### config.mk
export PLATFORM = sky130hd
export DESIGN_NAME = alu_issue_stage
export DESIGN_NICKNAME = d
export VERILOG_FILES = /design/src/rtl/alu_issue_stage.sv
export SDC_FILE = /design/constraint.sdc
export NUM_CORES = 1
export LEC_CHECK = 0
export ABC_AREA = 0
export BUFFER_PORTS_ARGS = -buffer_cell sky130_fd_sc_hd__buf_2
export CAP_MARGIN = 10
export CORE_ASPECT_RATIO = 1.25
export CORE_MARGIN = 5
export CORE_UTILIZATION = 34
export CTS_BUF_LIST = sky130_fd_sc_hd__clkbuf_4 sky130_fd_sc_hd__clkbuf_8
export CTS_CLUSTER_DIAMETER = 200
export DETAILED_ROUTE_END_ITERATION = 6
export PLACE_DENSITY = 0.69
export SLEW_MARGIN = 15
export SYNTH_ARGS = -nofsm -noshare
export SYNTH_HDL_FRONTEND = slang
export SYNTH_SLANG_ARGS = --single-unit
### constraint.sdc
create_clock -name clk -period 2.1 [get_ports clk]
set_clock_uncertainty 0.15 [all_clocks]
set_input_delay 0.21 -clock clk [delete_from_list [all_inputs] [get_ports clk]]
set_output_delay 0.21 -clock clk [all_outputs]
set_load 0.02 [all_outputs]
### src/rtl/alu_issue_stage.sv
// Purpose: decodes a MIPS ALU-class instruction and issues it, with operands, through a single-entry slot.
// Latency: 1 cycle from accept to out_valid; full throughput when accept and consume coincide.
// Backpressure: in_ready drops only while the slot is full and out_ready is low; flush always accepts and discards.
//
// Ports:
//   clk, rst_n              clock and async active-low reset
//   flush                   squash held slot and incoming instruction
//   in_valid/in_ready       upstream handshake for instr, rs_data, rt_data
//   out_valid/out_ready     downstream handshake for the slot outputs
//   alu_A, alu_B, alu_op    ALU operands and operation code
//   wr_reg, wr_en           writeback destination and enable
//   illegal                 held instruction is not ALU-class
//   issue_count             legal instructions consumed downstream (wraps)
module alu_issue_stage #(
    parameter int CNT_W = 16
) (
    input  logic             clk,
    input  logic             rst_n,
    input  logic             flush,
    input  logic             in_valid,
    output logic             in_ready,
    input  logic [31:0]      instr,
    input  logic [31:0]      rs_data,
    input  logic [31:0]      rt_data,
    output logic             out_valid,
    input  logic             out_ready,
    output logic [31:0]      alu_A,
    output logic [31:0]      alu_B,
    output logic [3:0]       alu_op,
    output logic [4:0]       wr_reg,
    output logic             wr_en,
    output logic             illegal,
    output logic [CNT_W-1:0] issue_count
);

    // ALU operation codes shared with the execute stage
    localparam logic [3:0] ALU_ADDU = 4'd0;
    localparam logic [3:0] ALU_SUBU = 4'd1;
    localparam logic [3:0] ALU_SLT  = 4'd2;
    localparam logic [3:0] ALU_SLTU = 4'd3;
    localparam logic [3:0] ALU_AND  = 4'd4;
    localparam logic [3:0] ALU_OR   = 4'd5;
    localparam logic [3:0] ALU_XOR  = 4'd6;
    localparam logic [3:0] ALU_LUI  = 4'd7;
    localparam logic [3:0] ALU_SLL  = 4'd8;
    localparam logic [3:0] ALU_SRL  = 4'd9;
    localparam logic [3:0] ALU_SRA  = 4'd10;
    localparam logic [3:0] ALU_NOR  = 4'd11;

    // Opcodes
    localparam logic [5:0] OP_RTYPE = 6'h00;
    localparam logic [5:0] OP_ADDIU = 6'h09;
    localparam logic [5:0] OP_SLTI  = 6'h0A;
    localparam logic [5:0] OP_SLTIU = 6'h0B;
    localparam logic [5:0] OP_ANDI  = 6'h0C;
    localparam logic [5:0] OP_ORI   = 6'h0D;
    localparam logic [5:0] OP_XORI  = 6'h0E;
    localparam logic [5:0] OP_LUI   = 6'h0F;

    // R-type function codes
    localparam logic [5:0] FN_SLL  = 6'h00;
    localparam logic [5:0] FN_SRL  = 6'h02;
    localparam logic [5:0] FN_SRA  = 6'h03;
    localparam logic [5:0] FN_SLLV = 6'h04;
    localparam logic [5:0] FN_SRLV = 6'h06;
    localparam logic [5:0] FN_SRAV = 6'h07;
    localparam logic [5:0] FN_ADDU = 6'h21;
    localparam logic [5:0] FN_SUBU = 6'h23;
    localparam logic [5:0] FN_AND  = 6'h24;
    localparam logic [5:0] FN_OR   = 6'h25;
    localparam logic [5:0] FN_XOR  = 6'h26;
    localparam logic [5:0] FN_NOR  = 6'h27;
    localparam logic [5:0] FN_SLT  = 6'h2A;
    localparam logic [5:0] FN_SLTU = 6'h2B;

    logic [5:0]  opcode;
    logic [5:0]  funct;
    logic [4:0]  rt_idx;
    logic [4:0]  rd_idx;
    logic [4:0]  shamt;
    logic [15:0] imm;
    logic [31:0] imm_sext;
    logic [31:0] imm_zext;

    assign opcode   = instr[31:26];
    assign rt_idx   = instr[20:16];
    assign rd_idx   = instr[15:11];
    assign shamt    = instr[10:6];
    assign funct    = instr[5:0];
    assign imm      = instr[15:0];
    assign imm_sext = {{16{imm[15]}}, imm};
    assign imm_zext = {16'h0000, imm};

    // The rs index is never needed here: the register file has already resolved it into rs_data.
    logic unused_rs_idx;
    assign unused_rs_idx = ^instr[25:21];

    logic [31:0] dec_a;
    logic [31:0] dec_b;
    logic [3:0]  dec_op;
    logic [4:0]  dec_dst;
    logic        dec_illegal;
    logic        dec_wr_en;

    always_comb begin
        // Defaults describe the illegal-instruction encoding; legal cases override.
        dec_a       = rs_data;
        dec_b       = rt_data;
        dec_op      = ALU_ADDU;
        dec_dst     = 5'd0;
        dec_illegal = 1'b1;
        case (opcode)
            OP_RTYPE: begin
                dec_dst     = rd_idx;
                dec_illegal = 1'b0;
                case (funct)
                    FN_ADDU: dec_op = ALU_ADDU;
                    FN_SUBU: dec_op = ALU_SUBU;
                    FN_AND:  dec_op = ALU_AND;
                    FN_OR:   dec_op = ALU_OR;
                    FN_XOR:  dec_op = ALU_XOR;
                    FN_NOR:  dec_op = ALU_NOR;
                    FN_SLT:  dec_op = ALU_SLT;
                    FN_SLTU: dec_op = ALU_SLTU;
                    FN_SLL: begin dec_op = ALU_SLL; dec_a = {27'd0, shamt}; end
                    FN_SRL: begin dec_op = ALU_SRL; dec_a = {27'd0, shamt}; end
                    FN_SRA: begin dec_op = ALU_SRA; dec_a = {27'd0, shamt}; end
                    FN_SLLV: dec_op = ALU_SLL;
                    FN_SRLV: dec_op = ALU_SRL;
                    FN_SRAV: dec_op = ALU_SRA;
                    default: begin
                        dec_dst     = 5'd0;
                        dec_illegal = 1'b1;
                    end
                endcase
            end
            OP_ADDIU: begin dec_op = ALU_ADDU; dec_b = imm_sext; dec_dst = rt_idx; dec_illegal = 1'b0; end
            OP_SLTI:  begin dec_op = ALU_SLT;  dec_b = imm_sext; dec_dst = rt_idx; dec_illegal = 1'b0; end
            // SLTIU sign-extends, then the ALU compares unsigned.
            OP_SLTIU: begin dec_op = ALU_SLTU; dec_b = imm_sext; dec_dst = rt_idx; dec_illegal = 1'b0; end
            OP_ANDI:  begin dec_op = ALU_AND;  dec_b = imm_zext; dec_dst = rt_idx; dec_illegal = 1'b0; end
            OP_ORI:   begin dec_op = ALU_OR;   dec_b = imm_zext; dec_dst = rt_idx; dec_illegal = 1'b0; end
            OP_XORI:  begin dec_op = ALU_XOR;  dec_b = imm_zext; dec_dst = rt_idx; dec_illegal = 1'b0; end
            OP_LUI:   begin dec_op = ALU_LUI;  dec_b = imm_zext; dec_dst = rt_idx; dec_illegal = 1'b0; end
            default: ;
        endcase
    end

    // Writes to $0 are suppressed but the destination still reads 0.
    assign dec_wr_en = ~dec_illegal & (dec_dst != 5'd0);

    logic accept;
    logic consume;

    assign in_ready = flush | ~out_valid | out_ready;
    assign accept   = in_valid & in_ready & ~flush;
    assign consume  = out_valid & out_ready;

    always_ff @(posedge clk or negedge rst_n) begin
        if (!rst_n) begin
            out_valid <= 1'b0;
            alu_A     <= 32'd0;
            alu_B     <= 32'd0;
            alu_op    <= ALU_ADDU;
            wr_reg    <= 5'd0;
            wr_en     <= 1'b0;
            illegal   <= 1'b0;
        end else if (flush) begin
            out_valid <= 1'b0;
        end else if (accept) begin
            out_valid <= 1'b1;
            alu_A     <= dec_a;
            alu_B     <= dec_b;
            alu_op    <= dec_op;
            wr_reg    <= dec_dst;
            wr_en     <= dec_wr_en;
            illegal   <= dec_illegal;
        end else if (consume) begin
            out_valid <= 1'b0;
        end
    end

    // A consume coincident with flush has already been seen downstream, so it counts.
    always_ff @(posedge clk or negedge rst_n) begin
        if (!rst_n) begin
            issue_count <= '0;
        end else if (consume && !illegal) begin
            issue_count <= issue_count + CNT_W'(1);
        end
    end

endmodule

==> summary.md, run 1 <==
| Metric | Value |
|---|---|
| Worst EP required | 2.24 ns |
| Wire per inst | 16.5 µm |
| First-pass GRT wire length | 21100 µm |
| Hold Fails Final Rpt | 0 |
| Highest-delay cell along the critical path | dlygate4sd3_1 |
| Pleak | 3.02 nW |
| Total grt overflow | 0 |
| Peak VDD IR | 0.374 mV |
| Pwr dens | 758 mW/mm² |
| Critical-path maximum fanout | 13 |
| Iter 0 DRT Violations | 142 |
| Post-synth EDFFs | 0 |
| Clock Sinks | 92 |
| Routability congestion estimate | 0.846 |
| Reg-to-reg endpoint | alu_A[20] |
| Hold Path Sink | wr_reg[1] |
| Routed via count | 4097 |
| Start point of the critical path | flush |
| Biggest regs | alu_A x32, alu_B x32, issue_count x16 |
| Area grow syn2layout | 52.7% |
| Clk_lat worst skew | 0.36 ns |
| TritonCTS clock tree | yes |
| Arrival time worst endpoint | 2.16 ns |
| Syn_area_per_cell | 10.4 µm² |
| Fill count | 1043 |
| ANT nets after route | 0 |
| Slew @ Worst Pin | 0.733 ns |
| Max Cap Viol | 0 |
| CTS clk-pin slew, worst paths | 0.09 ns |
| Die height | 132 µm |
| CP endpoint kind | flip-flop |
| CTS root buffer | clkbuf_8 |
| Min-delay src | instr[12] |
| Clock buffer count from CTS | 9 |
| Cell variety after synth | 51 |
| Routed length on met1 | 5170 µm |
| Synthesized instance count | 390 |
| Synth Net Count | 492 |
| Seq cells post-synth | 92 |
| Unrepaired setup endpoints after global routing | no |
| Final wirelength | 13600 µm |
| Clk buf depth | 2 |
| FMAX | 494 MHz |
| Reg2reg start | out_valid |
| Vias per std cell | 4.98 |
| Antenna diodes | 0 |
| Async set-reset flop share out of synthesis | 1.00 |
| Most common cell after layout, fill and taps aside | buf_2 |
| CP Launch Type | input port |
| Ys Warns | 0 |
| Slew margin rel. | 0.510 |
| DP Wirelength | 9190 µm |
| Period Utilization, post-route | 0.965 |
| Layout cells sized above 1 | 0.345 |
| Antenna violations before repair | 0 |
| Starting Density | 0.348 |
| Num ports | 194 |
| Core region area | 0.0116 mm² |
| H-Tree Depth | 3 |
| Overall Global Routing Usage | 0.187 |
| Hold depth | 2 |
| Maximum number of pins on one net before global-route repair | 56 |
| HP Class | input port to flip-flop |
| Routed met3 length | 813 µm |
| Cell chain of the critical path | dlygate4sd3_1, buf_2, nand2b_1, or2_4, a21oi_2, a22o_1 |
| Tmin final | 2.03 ns |
| Post-synth top flop | dfrtp_1 |
| Die footprint | 0.0142 mm² |
| DR top layer | met4 |
| Setup TNS | 0 ns |
| Status | finished, final reports clean |
| Port buffer count | 188 |
| Endpoints failing setup | 0 |
| Fin nets | 759 |
| FF-to-FF path depth | 4 |
| Pins Over Slew Limit | 0 |
| Met2 routed WL | 7170 µm |
| Number of global-route vias before repair | 4244 |
| Residual DRC | 0 |
| Sequential share of the synthesized area | 0.569 |
| Synth Cell Area | 0.00404 mm² |
| Hold Slack | 0.0125 ns |
| Crit-path max cell delay | 0.54 ns |
| Chip width | 108 µm |
| Row cnt | 44 |
| Commonest non-fill, non-tap cells in the layout | 187 x buf_2, 92 x dfrtp_1, 79 x dlygate4sd3_1, 66 x nand2_1, 48 x nor2_1 |
| Critical path class | input port to flip-flop |
| Router iterations before antenna repair | 6 |
| Worst reg-to-reg setup slack | 0.19 ns |
## metal layers
metal | global-route usage | vias up
li1 | - | 1914
met3 | 0.0421 | 30
met4 | 0.0828 | 0
met5 | 0 | -
met1 | 0.205 | 1992
met2 | 0.338 | 161
## worst max-delay path: cells and delay by family
family          cells  cell delay, ns
compound gates      2            0.76
buf+inv             2            0.66
simple gates        2            0.53
## worst max path at each step
stage / end / cells past startpoint
3_5_place_dp: alu_A[7] / 4
2_1_floorplan: wr_en / 5
6_report: alu_A[20] / 6
4_1_cts: alu_A[7] / 6
5_1_grt: alu_B[14] / 7
3_3_place_gp: alu_A[6] / 5
## timing repair
item	4_1_cts	5_1_grt
endpoints found under the setup margin	0	29
endpoints found under the hold margin	100	0
buffers inserted	0	3
resized for setup	0	2
hold buffers	79	0
## synth_stat cells, drive strengths merged, types with 3 or more instances
library cell   n  area share
nor2          49       0.045
a21oi         18       0.026
clkbuf         8      0.0074
o21ai          7      0.0087
dfrtp         92        0.57
xnor2         11       0.024
nor4           3       0.011
nor3           4      0.0050
buf           15       0.024
nand4          6      0.0093
a221o          6       0.015
xor2           4      0.0087
or2            3      0.0046
nand2b         4      0.0062
and3           7       0.011
nand3         11       0.014
a31oi         23       0.036
nand2         66       0.061
a22o          27       0.058
## power breakdown
part	leakage, nW	total (mW)	switching, mW	internal, mW
clock	0.0884	1.20	0.634	0.562
sequential	1.12	2.18	0.167	2.02
combinational	1.81	1.30	0.759	0.542
total	3.02	4.68	1.56	3.12
## stage by stage
stage               total power, mW  cells  area [µm²]   util  setup slack [ns]
floorplan                      2.86    390        4040      -             0.305
global placement               3.36    724        5150  0.444             0.202
detailed placement             3.39    724        5150  0.444             0.145
CTS                            4.72    818        6140  0.528            0.0275
global route                   4.93    822        6170  0.531            0.0107
finish                         4.68    822        6170  0.531            0.0745
## cells by family after synthesis
family / after synthesis / share of synthesized area
adders and majority gates: 1 / 0.00309
buffers and inverters: 25 / 0.0331
xor gates and xnor gates: 15 / 0.0325
AOI/OAI and AO/OA: 91 / 0.164
and+or+nand+nor: 166 / 0.198
DFF: 92 / 0.569
## cell type report
type	instances	area [µm²]	area share
inverters	2	7.51	0.00122
repair buffers	278	1840	0.298
flip-flops and latches	92	2300	0.373
multi-input cells	274	1630	0.264
clock buffers	10	131	0.0213
clock inverters	5	61.3	0.00993
well taps	161	201	0.0326
Note: power is estimated with default switching activity, not from simulation.
==> run 2: changes to the inputs <==
--- a/config.mk
+++ b/config.mk
@@ -9,12 +9,12 @@
 export BUFFER_PORTS_ARGS = -buffer_cell sky130_fd_sc_hd__buf_2
 export CAP_MARGIN = 10
 export CORE_ASPECT_RATIO = 1.25
-export CORE_MARGIN = 5
+export CORE_MARGIN = 2
 export CORE_UTILIZATION = 34
-export CTS_BUF_LIST = sky130_fd_sc_hd__clkbuf_4 sky130_fd_sc_hd__clkbuf_8
+export CTS_BUF_LIST = sky130_fd_sc_hd__clkbuf_4
 export CTS_CLUSTER_DIAMETER = 200
 export DETAILED_ROUTE_END_ITERATION = 6
-export PLACE_DENSITY = 0.69
+export PLACE_DENSITY_LB_ADDON = 0.12
 export SLEW_MARGIN = 15
 export SYNTH_ARGS = -nofsm -noshare
 export SYNTH_HDL_FRONTEND = slang
==> summary.md, run 2 (synthesized netlist as in run 1, its figures left out) <==
| Metric | Value |
|---|---|
| Clk_lat worst skew | 0.44 ns |
| Slew margin rel. | 0.531 |
| Cell chain of the critical path | dlygate4sd3_1, buf_2, or3_4, nand2_2, buf_12, nand2_1, a31oi_1, dlygate4sd3_1 |
| Commonest non-fill, non-tap cells in the layout | 187 x buf_2, 96 x dlygate4sd3_1, 92 x dfrtp_1, 65 x nand2_1, 48 x nor2_1 |
| Wire per inst | 15.2 µm |
| Slew @ Worst Pin | 0.704 ns |
| Tmin final | 2.05 ns |
| Antenna violations before repair | 1 |
| Port buffer count | 188 |
| Unrepaired setup endpoints after global routing | no |
| Final wirelength | 12800 µm |
| Met1 Use GR | 0.233 |
| Pint | 2.84 mW |
| Router iterations before antenna repair | 6 |
| Sw power | 1.52 mW |
| Most frequent CP cell | dlygate4sd3_1 |
| WP buf/inv | 4 |
| Starting Density | 0.348 |
| Comb power frac | 0.301 |
| Highest-delay cell along the critical path | dlygate4sd3_1 |
| Crit-path max cell delay | 0.57 ns |
| Overall Global Routing Usage | 0.193 |
| Iter 0 DRT Violations | 159 |
| Peak VDD IR | 0.389 mV |
| Clock Sinks | 92 |
| Num ports | 194 |
| Layout cells sized above 1 | 0.343 |
| Die height | 126 µm |
| Row cnt | 44 |
| Delay-heaviest family, CP | buffers and inverters |
| Routed via count | 4025 |
| DP Wirelength | 8260 µm |
| Min-delay src | instr[27] |
| Pwr dens | 688 mW/mm² |
| Die footprint | 0.0128 mm² |
| Clock group share of total power | 0.198 |
| CP Launch Type | input port |
| Area grow syn2layout | 56.7% |
| Hold Fails Final Rpt | 0 |
| Total grt overflow | 0 |
| Sw frac | 0.348 |
| CTS clk-pin slew, worst paths | 0.14 ns |
| FMAX | 489 MHz |
| CP endpoint kind | flip-flop |
| Most common cell after layout, fill and taps aside | buf_2 |
| HP Class | input port to flip-flop |
| Core region area | 0.0116 mm² |
| Arrival time worst endpoint | 2.27 ns |
| Clk buf depth | 2 |
| Critical path class | input port to flip-flop |
| Endpoints failing setup | 0 |
| Clock buffer count from CTS | 9 |
| Met2 GRT Util | 0.341 |
| Setup TNS | 0 ns |
| Vias per std cell | 4.77 |
| CTS root buffer | clkbuf_4 |
| TritonCTS clock tree | yes |
| Sequential power share | 0.501 |
| Maximum number of pins on one net before global-route repair | 51 |
| ANT nets after route | 0 |
| Pins Over Slew Limit | 0 |
| Period Utilization, post-route | 0.974 |
| H-Tree Depth | 3 |
| First-pass GRT wire length | 19500 µm |
| Chip width | 102 µm |
| Start point of the critical path | instr[28] |
| Top Usage Layer GRT | met2 |
| Max Cap Viol | 0 |
| Worst EP required | 2.33 ns |
| Tot Pwr | 4.36 mW |
| Critical-path maximum fanout | 10 |
| Status | finished, final reports clean |
| Biggest regs | alu_A x32, alu_B x32, issue_count x16 |
| GR Util met3 | 0.0361 |
| Residual DRC | 0 |
| Number of global-route vias before repair | 4049 |
| Pleak | 3.08 nW |
| Reg2reg start | out_valid |
| Fin nets | 780 |
| Routability congestion estimate | 0.836 |
-- run 2: layer usage --
| layer | up-vias | wire length [µm] | share of wire |
|---|---|---|---|
| li1 | 1957 | - | - |
| met1 | 1910 | 5420 | 0.42 |
| met2 | 142 | 6620 | 0.52 |
| met3 | 16 | 609 | 0.047 |
| met4 | 0 | 184 | 0.014 |
| met5 | - | 0 | 0 |
-- run 2: what timing repair did --
action / 4_1_cts / 5_1_grt
hold endpoints to repair: 168 / 0
resized for setup: 0 / 4
hold buffers: 96 / 0
endpoints found under the setup margin: 0 / 29
setup buffers: 0 / 4
-- run 2: area by class of cell --
| cell class | instances | area (µm²) |
|---|---|---|
| Timing Repair Buffer | 298 | 2060 |
| Fill cell | 1064 | 5280 |
| Clock buffer | 10 | 75.1 |
| Tap cell | 161 | 201 |
| Inverter | 2 | 7.51 |
| Multi-Input combinational cell | 275 | 1640 |
| Clock inverter | 5 | 38.8 |
| Sequential cell | 92 | 2300 |
| Antenna cell | 1 | 2.50 |
-- run 2: stage by stage --
step | util | instance area [µm²] | std cells | worst slack [ns] | hold WS [ns]
floorplan | - | 4040 | 390 | 0.305 | -0.236
global placement | 0.445 | 5170 | 725 | 0.133 | 0.0433
detailed placement | 0.445 | 5170 | 725 | 0.0700 | 0.0460
CTS | 0.538 | 6250 | 836 | 0.0335 | 0.0253
global route | 0.545 | 6330 | 844 | 0.00975 | 0.0564
finish | 0.545 | 6330 | 844 | 0.0539 | 0.0483
-- run 2: power by group through the flow --
stage          Clock, mW  Combinational [mW]  Sequential, mW
6_report           0.863                1.31            2.18
5_1_grt            0.964                1.41            2.22
4_1_cts            0.895                1.30            2.18
3_5_place_dp           0                1.16            2.21
3_3_place_gp           0                1.14            2.21
2_1_floorplan          0               0.348            2.51
-- run 2: path summary, 6_finish.rpt --
path,to,slack [ns],cells past startpoint
min in group asynchronous,alu_A[28],0.10,2
max,alu_B[14],0.05,8
min reg2reg,issue_count[15],0.33,1
min,alu_op[0],0.05,3
max reg2reg,alu_B[14],0.14,6
max in group asynchronous,alu_B[0],1.16,3
-- run 2: worst reg2reg max path: cells and delay by family (launching register included) --
kind                   cells  cell delay (ns)
buffers and inverters      2             0.80
AND/OR/NAND/NOR            3             0.40
flip-flops                 1             0.44
AO/OA/AOI/OAI              1             0.14
